**config.mk**
```make
export PLATFORM = sky130hd
export DESIGN_NAME = ram_uart_dumper
export DESIGN_NICKNAME = d
export VERILOG_FILES = /design/src/rtl/ram_uart_dumper.sv
export SDC_FILE = /design/constraint.sdc
export NUM_CORES = 1
export LEC_CHECK = 0
export ABC_CLOCK_PERIOD_IN_PS = 2700
export CAP_MARGIN = 20
export CORE_MARGIN = 1
export CORE_UTILIZATION = 52
export CTS_BUF_LIST = sky130_fd_sc_hd__clkbuf_2 sky130_fd_sc_hd__clkbuf_4 sky130_fd_sc_hd__clkbuf_8
export CTS_CLUSTER_DIAMETER = 40
export DETAILED_ROUTE_END_ITERATION = 10
export GPL_TIMING_DRIVEN = 0
export PLACE_DENSITY = 0.79
export SYNTH_ARGS = -nofsm -noshare
export SYNTH_HDL_FRONTEND = slang
export SYNTH_SLANG_ARGS = --single-unit
```
**constraint.sdc**
```tcl
create_clock -name clk -period 2.7 [get_ports clk]
set_input_delay 0.27 -clock clk [delete_from_list [all_inputs] [get_ports clk]]
set_output_delay 0.27 -clock clk [all_outputs]
set_load 0.05 [all_outputs]
```
**src/rtl/ram_uart_dumper.sv**
```systemverilog
// ram_uart_dumper
//   Waits for the program to finish (rising edge on start_dump) and streams a
//   window of data memory out over a UART 8N1 line. Each 32-bit word is read
//   once and sent as four frames, least-significant byte first.
//
// Optional build macro:
//   DUMP_CHECKSUM_EN - appends one extra frame holding the mod-256 sum of all
//                      dumped bytes before the block reports done.
//
// Ports:
//   clk        system clock
//   reset      asynchronous reset, active low
//   start_dump completion level from the processor; its rising edge starts a dump
//   mem_addr   read address into data memory (BASE_ADDR + word_idx*ADDR_STEP)
//   mem_rd     read data returned combinationally for mem_addr
//   tx         UART serial output, idles high
//   busy       high from dump start until the final stop bit completes
//   done       high while waiting in DONE for start_dump to drop
//   byte_out   byte currently on the wire
module ram_uart_dumper #(
    parameter int unsigned CLKS_PER_BIT = 434,
    parameter logic [31:0] BASE_ADDR    = 32'h0000_0000,
    parameter int unsigned NUM_WORDS    = 256,
    parameter logic [31:0] ADDR_STEP    = 32'd4
) (
    input  logic        clk,
    input  logic        reset,
    input  logic        start_dump,
    output logic [31:0] mem_addr,
    input  logic [31:0] mem_rd,
    output logic        tx,
    output logic        busy,
    output logic        done,
    output logic [7:0]  byte_out
);

    localparam int CNT_W = (CLKS_PER_BIT > 1) ? $clog2(CLKS_PER_BIT) : 1;
    localparam int IDX_W = (NUM_WORDS > 1) ? $clog2(NUM_WORDS) : 1;
    localparam logic [CNT_W-1:0] LAST_CNT  = CNT_W'(CLKS_PER_BIT - 1);
    localparam logic [IDX_W-1:0] LAST_WORD = IDX_W'(NUM_WORDS - 1);

    typedef enum logic [2:0] {
        S_IDLE,
        S_FETCH,
        S_START,
        S_DATA,
        S_STOP,
        S_DONE
    } state_t;

    state_t           state, state_d;
    logic             start_q;
    logic             rise;
    logic [CNT_W-1:0] baud_cnt;
    logic             baud_end;
    logic [2:0]       bit_idx, bit_idx_d;
    logic [1:0]       byte_idx;
    logic [IDX_W-1:0] word_idx;
    logic [31:0]      word_reg;
    logic             tx_d;
    logic             stop_end;
    logic             last_byte;
    logic             last_word;
    logic             adv_byte;
    logic             adv_word;
    logic             csum_phase;
    logic [7:0]       next_byte;

    function automatic logic [7:0] sel_byte(input logic [31:0] w, input logic [1:0] i);
        return w[{i, 3'b000} +: 8];
    endfunction

    assign rise      = start_dump & ~start_q;
    assign baud_end  = (baud_cnt == LAST_CNT);
    assign stop_end  = (state == S_STOP) && baud_end;
    assign last_byte = (byte_idx == 2'd3);
    assign last_word = (word_idx == LAST_WORD);
    assign adv_byte  = stop_end && !csum_phase && !last_byte;
    assign adv_word  = stop_end && !csum_phase && last_byte && !last_word;
    assign next_byte = sel_byte(word_reg, byte_idx + 2'd1);

    assign mem_addr = BASE_ADDR + (32'(word_idx) * ADDR_STEP);
    assign busy     = (state != S_IDLE) && (state != S_DONE);
    assign done     = (state == S_DONE);

`ifdef DUMP_CHECKSUM_EN
    logic       enter_csum;
    logic [7:0] csum;

    // The checksum frame follows the last data byte directly, with no gap.
    assign enter_csum = stop_end && !csum_phase && last_byte && last_word;

    always_ff @(posedge clk or negedge reset) begin
        if (!reset) begin
            csum_phase <= 1'b0;
        end else if (state == S_FETCH) begin
            csum_phase <= 1'b0;
        end else if (enter_csum) begin
            csum_phase <= 1'b1;
        end
    end

    // Each byte is added as it enters START; word 0's FETCH restarts the sum.
    always_ff @(posedge clk) begin
        if (state == S_FETCH) begin
            csum <= (word_idx == '0) ? mem_rd[7:0] : csum + mem_rd[7:0];
        end else if (adv_byte) begin
            csum <= csum + next_byte;
        end
    end
`else
    assign csum_phase = 1'b0;
`endif

    // ---- state register ----
    always_ff @(posedge clk or negedge reset) begin
        if (!reset) begin
            state <= S_IDLE;
        end else begin
            state <= state_d;
        end
    end

    // ---- next state and next line level ----
    always_comb begin
        state_d   = state;
        bit_idx_d = bit_idx;
        tx_d      = 1'b1;

        if ((state == S_DATA) && baud_end) begin
            bit_idx_d = bit_idx + 3'd1;
        end

        case (state)
            S_IDLE:  if (rise) state_d = S_FETCH;
            S_FETCH: state_d = S_START;
            S_START: if (baud_end) state_d = S_DATA;
            S_DATA:  if (baud_end && (bit_idx == 3'd7)) state_d = S_STOP;
            S_STOP: begin
                if (stop_end) begin
                    if (adv_byte) begin
                        state_d = S_START;
                    end else if (adv_word) begin
                        state_d = S_FETCH;
`ifdef DUMP_CHECKSUM_EN
                    end else if (enter_csum) begin
                        state_d = S_START;
`endif
                    end else begin
                        state_d = S_DONE;
                    end
                end
            end
            S_DONE:  if (!start_dump) state_d = S_IDLE;
            default: state_d = S_IDLE;
        endcase

        // tx is registered from the next state so the line is glitch-free
        // yet stays aligned with the state boundaries.
        if (state_d == S_START) begin
            tx_d = 1'b0;
        end else if (state_d == S_DATA) begin
            tx_d = byte_out[bit_idx_d];
        end
    end

    // ---- control and counters ----
    always_ff @(posedge clk or negedge reset) begin
        if (!reset) begin
            start_q  <= 1'b0;
            tx       <= 1'b1;
            baud_cnt <= '0;
            bit_idx  <= '0;
            byte_idx <= '0;
            word_idx <= '0;
            byte_out <= '0;
        end else begin
            start_q <= start_dump;
            tx      <= tx_d;
            bit_idx <= bit_idx_d;

            if ((state == S_START) || (state == S_DATA) || (state == S_STOP)) begin
                baud_cnt <= baud_end ? '0 : baud_cnt + 1'b1;
            end else begin
                baud_cnt <= '0;
            end

            // A new dump always begins at BASE_ADDR.
            if (state == S_IDLE) begin
                word_idx <= '0;
            end else if (adv_word) begin
                word_idx <= word_idx + 1'b1;
            end

            if (state == S_FETCH) begin
                byte_idx <= 2'd0;
                byte_out <= mem_rd[7:0];
            end else if (adv_byte) begin
                byte_idx <= byte_idx + 2'd1;
                byte_out <= next_byte;
`ifdef DUMP_CHECKSUM_EN
            end else if (enter_csum) begin
                byte_out <= csum;
`endif
            end
        end
    end

    // ---- word capture ----
    always_ff @(posedge clk) begin
        if (state == S_FETCH) begin
            word_reg <= mem_rd;
        end
    end

endmodule

```
==> results of run 1 <==
-- final cells by class --
| cell class | instances | area share [%] |
|---|---|---|
| multi-input combinational | 171 | 30.9 |
| buffer | 32 | 5.17 |
| sequential | 67 | 43.4 |
| tap | 75 | 2.22 |
| timing repair buffer | 54 | 12.9 |
| clock inverter | 6 | 1.54 |
| inverter | 7 | 0.620 |
| clock buffer | 10 | 3.25 |
-- critical path, delay by kind of cell (launching register included) --
family / cells / cell delay (ns)
and+or+nand+nor: 1 / 0.21
buffers and inverters: 2 / 1.16
DFF: 1 / 0.48
-- routing by layer --
metal,vias up,GRT usage [%],wire (µm)
met5,-,0,0
met4,0,9.47,109
met3,14,5.67,376
met2,77,33.3,2800
met1,1026,25.2,2580
li1,1044,-,-
-- cell families after synthesis --
family | synth area share [%]
other | 0.114
adder cells (fa/ha/maj) | 2.27
AO/OA/AOI/OAI | 5.84
buffers and inverters | 7.39
multiplexers | 12.2
flip-flops | 55.7
AND/OR/NAND/NOR | 13.0
XOR/XNOR | 3.45
-- power groups by stage --
stage / Combinational, mW / Sequential [mW] / Clock, mW
floorplan: 0.516 / 1.55 / 0
global placement: 0.987 / 1.37 / 0
detailed placement: 1.01 / 1.37 / 0
CTS: 1.02 / 1.36 / 0.860
global route: 1.10 / 1.38 / 0.901
finish: 1.02 / 1.36 / 0.841
-- how the worst max path moves through the flow --
stage | slack [ns] | end | cells after the start | start
3_5_place_dp | 0.46 | busy | 5 | state[1]
2_1_floorplan | 0.35 | byte_out[0] | 5 | state[2]
3_3_place_gp | -0.12 | byte_out[2] | 5 | state[2]
6_report | 0.22 | done | 3 | state[0]
5_1_grt | 0.12 | busy | 5 | state[1]
4_1_cts | 0.09 | busy | 5 | state[1]
-- cell usage after synthesis (all sizes together) --
master   instances
dfstp            1
a211o            1
xor2             3
a22o             3
and3             1
nand4            1
nor4b            1
nor4             2
nor3             6
a21o             3
a31o             1
buf             29
o21ai            4
nand4bb          2
nand3            7
nand2            8
a221oi           1
conb             1
nand4b           1
a32o             1
or3              1
mux4            12
ha               6
xnor2           10
nor3b            3
and2             1
o22ai            1
dfrtp           34
or2              1
or4              1
clkbuf           3
mux2             3
nand2b           2
a21oi           11
nor2            35
inv              7
edfxtp          32
mux2i           10
nand3b           1
nor2b            1
a211oi           2
-- repair_timing --
action,4_1_cts,5_1_grt
gates resized for setup,0,2
hold buffers,0,0
setup endpoints to repair,0,1
hold endpoints to repair,0,0
-- per-stage QoR --
step	power, mW	setup WS [ns]	TNS (ns)
global route	3.39	0.118	0
global placement	2.36	-0.118	-0.604
detailed placement	2.39	0.464	0
CTS	3.24	0.0914	0
floorplan	2.07	0.349	0
finish	3.22	0.223	0
==> results.md, run 1 <==
* RSZ-0062 raised after global routing: no
* Post-Syn Instances at 254
* Placed instance area at 4030 µm²
* Area of the multi-input gates at 1310 µm²
* Sequential element share of the synthesized area at 55.7%
* Violated checks: negative hold slack
* Grt ovf at 0
* Cts bufs inserted at 9
* Post-DP HPWL at 4070 µm
* Power per cell area at 760 nW/µm²
* Hold WS at -0.00208 ns
* Critical path startpoint category: flop
* Row count at 28
* Crit-path slowest cell: clkdlybuf4s50_1
* 1st-pass router iterations at 5
* Die area at 6670 µm²
* Internal at 2.07 mW
* Num ports at 78
* Status: complete, but fails checks
* Final Hold Viols at 7
* Max VDD drop at 0.446 mV
* Final net count at 383
* Sw frac at 35.7%
* Initial Util at 54.8%
* Initial antenna violation count at 0
* Postcts setup bufs at 0
* H-tree Lvls at 3
* Worst r2r path cells at 7
* Crit path cell chain: clkbuf_1, and2_1, clkdlybuf4s50_1
* Fill cells at 459
* Residual DRC count at 0
* Crit path kind: reg2out
* Yosys reg bits at 67
* R2R setup slack at 0.55 ns
* Cell variety after synth at 49
* Port buffer count at 53
* Combinational share of power at 31.6%
* Slew Viols, Final at 0
* Critical path arrival at 2.21 ns
* Max FFs per register at 32
* Final core utilization at 70.3%
* CTS tree: done
* Ranking of synthesized cells by area: edfxtp_1 (29%), dfrtp_1 (26%), mux4_2 (8.2%)
* Final min period at 2.48 ns
* Commonest cells after routing, fill and taps aside: clkdlybuf4s50_1 (52), nor2_1 (34), dfrtp_1 (34), edfxtp_1 (32), buf_4 (25)
* Largest net degree at the start of global routing at 37
* Sw power at 1.15 mW
* Skew final at 0.00767 ns
* Clock power share at 26.1%
* Via/cell ratio at 5.12
* Die W at 81.7 µm
* Max FO, Critical Path at 10
* Core ar. at 6030 µm²
* Syn Std Cell Area at 3300 µm²
* Max stage delay on crit path at 0.80 ns
* Reg power frac at 42.3%
* Wire length of the first global-routing pass at 9850 µm
* Finished Layout Cells at 422
* Crit end category: output port
* Achievable Freq at 404 MHz
* Final Cell Area at 4240 µm²
* Slew margin rel. at 47.9%
* Final setup fails at 0
* Synthesis Warnings at 0
* Capturing point of the worst reg2reg path: byte_out[1]
* Syn avg cell area at 13.0 µm²
* DR vias at 2161
* Detailed Route WL at 5860 µm
* Seq. cell area at 1840 µm²
* Wire per inst at 13.9 µm
* Clock latency on the worst-skew pair at 0.35 ns
* Worst reg2reg startpoint: byte_idx[0]
* Antenna-violating nets left at 0
* Diode count at 0
* Clock tree buffer depth at 2
* Tcrit/Tclk final at 91.8%
* Worst Hold Class: in2async
* Worst Tran Pin Value at 0.781 ns
* LEAKAGE at 1.69 nW
* Initial DRC count at 113
* Largest area contributor in the netlist: edfxtp_1
* Die Y at 81.7 µm
* Clk pin slew, worst setup/hold paths at 0.07 ns
* Max Cap Viol at 0
* Root Driver: clkbuf_8
* RePlAce Congestion at 0.840
* Most common cell after layout, fill and taps aside: clkdlybuf4s50_1
* Dpl cells at 406
* Post-synth top area share at 29.1%
* GRT Util Overall at 20.4%
* Number of global-route vias before repair at 2143
* Layout cell share with drive strength beyond 1 at 20.7%
* Worst Path Required at 2.43 ns
* CTS Sinks at 67
* Synthesis-to-finish area growth at 28.3%
(Power assumes the default switching activity.)
==> run 2, diff against run 1 <==
Settings changed: ABC_CLOCK_PERIOD_IN_PS 2700 to 3200, CORE_UTILIZATION 52 to 54, CTS_BUF_LIST sky130_fd_sc_hd__clkbuf_2 sky130_fd_sc_hd__clkbuf_4 sky130_fd_sc_hd__clkbuf_8 to sky130_fd_sc_hd__clkbuf_8 sky130_fd_sc_hd__clkbuf_16, PLACE_DENSITY 0.79 to 0.82.
Clock period 2.7 ns to 3.2 ns, I/O delays scaled along.
==> results.md, run 2 (synthesis results as in run 1) <==
* Wire per inst at 14.9 µm (+7.3%)
* Detailed Route WL at 6290 µm (+7.3%)
* 1st-pass router iterations at 7 (+2)
* Synthesis-to-finish area growth at 28.9%
* Cts bufs inserted at 9 (unchanged)
* Crit-path slowest cell: clkdlybuf4s50_1
* Achievable Freq at 374 MHz
* Crit path cell chain: buf_2, nor3_1, clkbuf_1, nor2_1, clkdlybuf4s50_1
* Max FO, Critical Path at 10 (unchanged)
* Violated checks: design-rule violations
* Final min period at 2.67 ns
* Delay-heaviest family, CP: buffers and inverters
* Tot Pwr at 2.81 mW (-13%)
* Via/cell ratio at 5.10 (-0.32%)
* Grt ovf at 0 (unchanged)
* Skew final at 0.0111 ns (+0.00340 ns)
* Max FFs per register at 32 (unchanged)
* Final setup fails at 0 (unchanged)
* Antenna-violating nets left at 0 (unchanged)
* LEAKAGE at 1.70 nW (+0.30%)
* GRT Util Overall at 22.1% (+1.7 points)
* Buf/Inv on CP at 3 (+1)
* Row count at 28 (unchanged)
* Core ar. at 5920 µm² (-1.7%)
* Die Y at 80.2 µm (-1.8%)
* Worst Hold Class: in2async
* Power per cell area at 660 nW/µm² (-13%)
* Final net count at 383 (unchanged)
* Clk pin slew, worst setup/hold paths at 0.08 ns (about the same)
* Num ports at 78 (unchanged)
* Slew Viols, Final at 0 (unchanged)
* Port buffer count at 53 (unchanged)
* Tcrit/Tclk final at 83.6%
* H-tree Lvls at 3 (unchanged)
* Most common cell after layout, fill and taps aside: clkdlybuf4s50_1
* Crit path kind: reg2out
* Max Cap Viol at 0 (unchanged)
* Initial antenna violation count at 0 (unchanged)
* Diode count at 0 (unchanged)
* CTS Sinks at 67 (unchanged)
* Crit end category: output port
* Final core utilization at 71.9% (+1.6 points)
* Slew margin rel. at 47.8% (-0.11 points)
* RePlAce Congestion at 0.825 (-1.9%)
* Max VDD drop at 0.429 mV (-3.8%)
* Initial DRC count at 206 (+82%)
* Status: complete, but fails checks
* DR vias at 2154 (-0.32%)
* Hold WS at 0.0473 ns (+0.0494 ns)
* Post-DP HPWL at 4320 µm (+6.1%)
* CTS tree: done
* Largest net degree at the start of global routing at 37 (unchanged)
* Hold-fix buffers, CTS at 0 (unchanged)
* Root Driver: clkbuf_8
* Worst Path Required at 2.88 ns (+0.45 ns)
* Max stage delay on crit path at 0.71 ns (-0.09 ns)
* Critical path arrival at 2.35 ns (+0.14 ns)
* Clock latency on the worst-skew pair at 0.35 ns (about the same)
* Setup TNS at 0 ns (unchanged)
* PostCTS Resize Cnt at 0 (unchanged)
* Die W at 80.2 µm (-1.8%)
* Layout cell share with drive strength beyond 1 at 20.5% (-0.29 points)
* Postcts setup bufs at 0 (unchanged)
* Die area at 6430 µm² (-3.6%)
* Initial Util at 55.7% (+0.97 points)
* Residual DRC count at 1 (+1)
* Critical path startpoint category: flop
* RSZ-0062 raised after global routing: no
* Clock tree buffer depth at 2 (unchanged)
* Wire length of the first global-routing pass at 10400 µm (+5.1%)
* Number of global-route vias before repair at 2178 (+1.6%)
* Worst Tran Pin Value at 0.783 ns (+0.00164 ns)
* Final Hold Viols at 0 (-7)
* Commonest cells after routing, fill and taps aside: clkdlybuf4s50_1 (52), nor2_1 (34), dfrtp_1 (34), edfxtp_1 (32), buf_4 (25)
[run 2: final timing paths]
kind                          endpoint  cells past startpoint   startpoint  slack, ns
min reg2reg                baud_cnt[0]                      1  baud_cnt[0]       0.53
max in group asynchronous  byte_out[7]                      1        reset       2.65
max                               busy                      5     state[1]       0.53
max reg2reg                         tx                      7  baud_cnt[1]       1.01
min in group clk               start_q                      1   start_dump       0.48
min                        word_idx[5]                      1        reset       0.05
[run 2: routing by layer]
metal | share of wire (%) | global-route usage, % | up-vias
met5 | 0 | 0 | -
met4 | 2.4 | 10.2 | 0
met3 | 4.7 | 6.25 | 15
met2 | 52 | 38.2 | 68
met1 | 41 | 25.2 | 1021
li1 | - | - | 1050
[run 2: stage by stage]
step	instances	worst slack (ns)	instance area (µm²)
final	422	0.525	4250
after global routing	422	0.426	4250
after CTS	422	0.508	4250
after detailed placement	406	0.923	4030
after global placement	405	0.408	4010
after floorplan	277	0.849	3390
[run 2: area by class of cell]
type	instances	area, µm²
Clock inverter	7	98.8
Timing Repair Buffer	54	546
Multi-Input combinational cell	171	1310
Buffer	32	218
Sequential cell	67	1840
Inverter	7	26.3
Clock buffer	9	124
Fill cell	398	1670
Tap cell	75	93.8
[run 2: report_power, final]
group          leakage (nW)  switching [mW]  total [mW]  internal [mW]
combinational         0.854           0.544       0.871          0.327
sequential            0.733           0.107        1.14           1.04
clock                 0.111           0.349       0.794          0.445
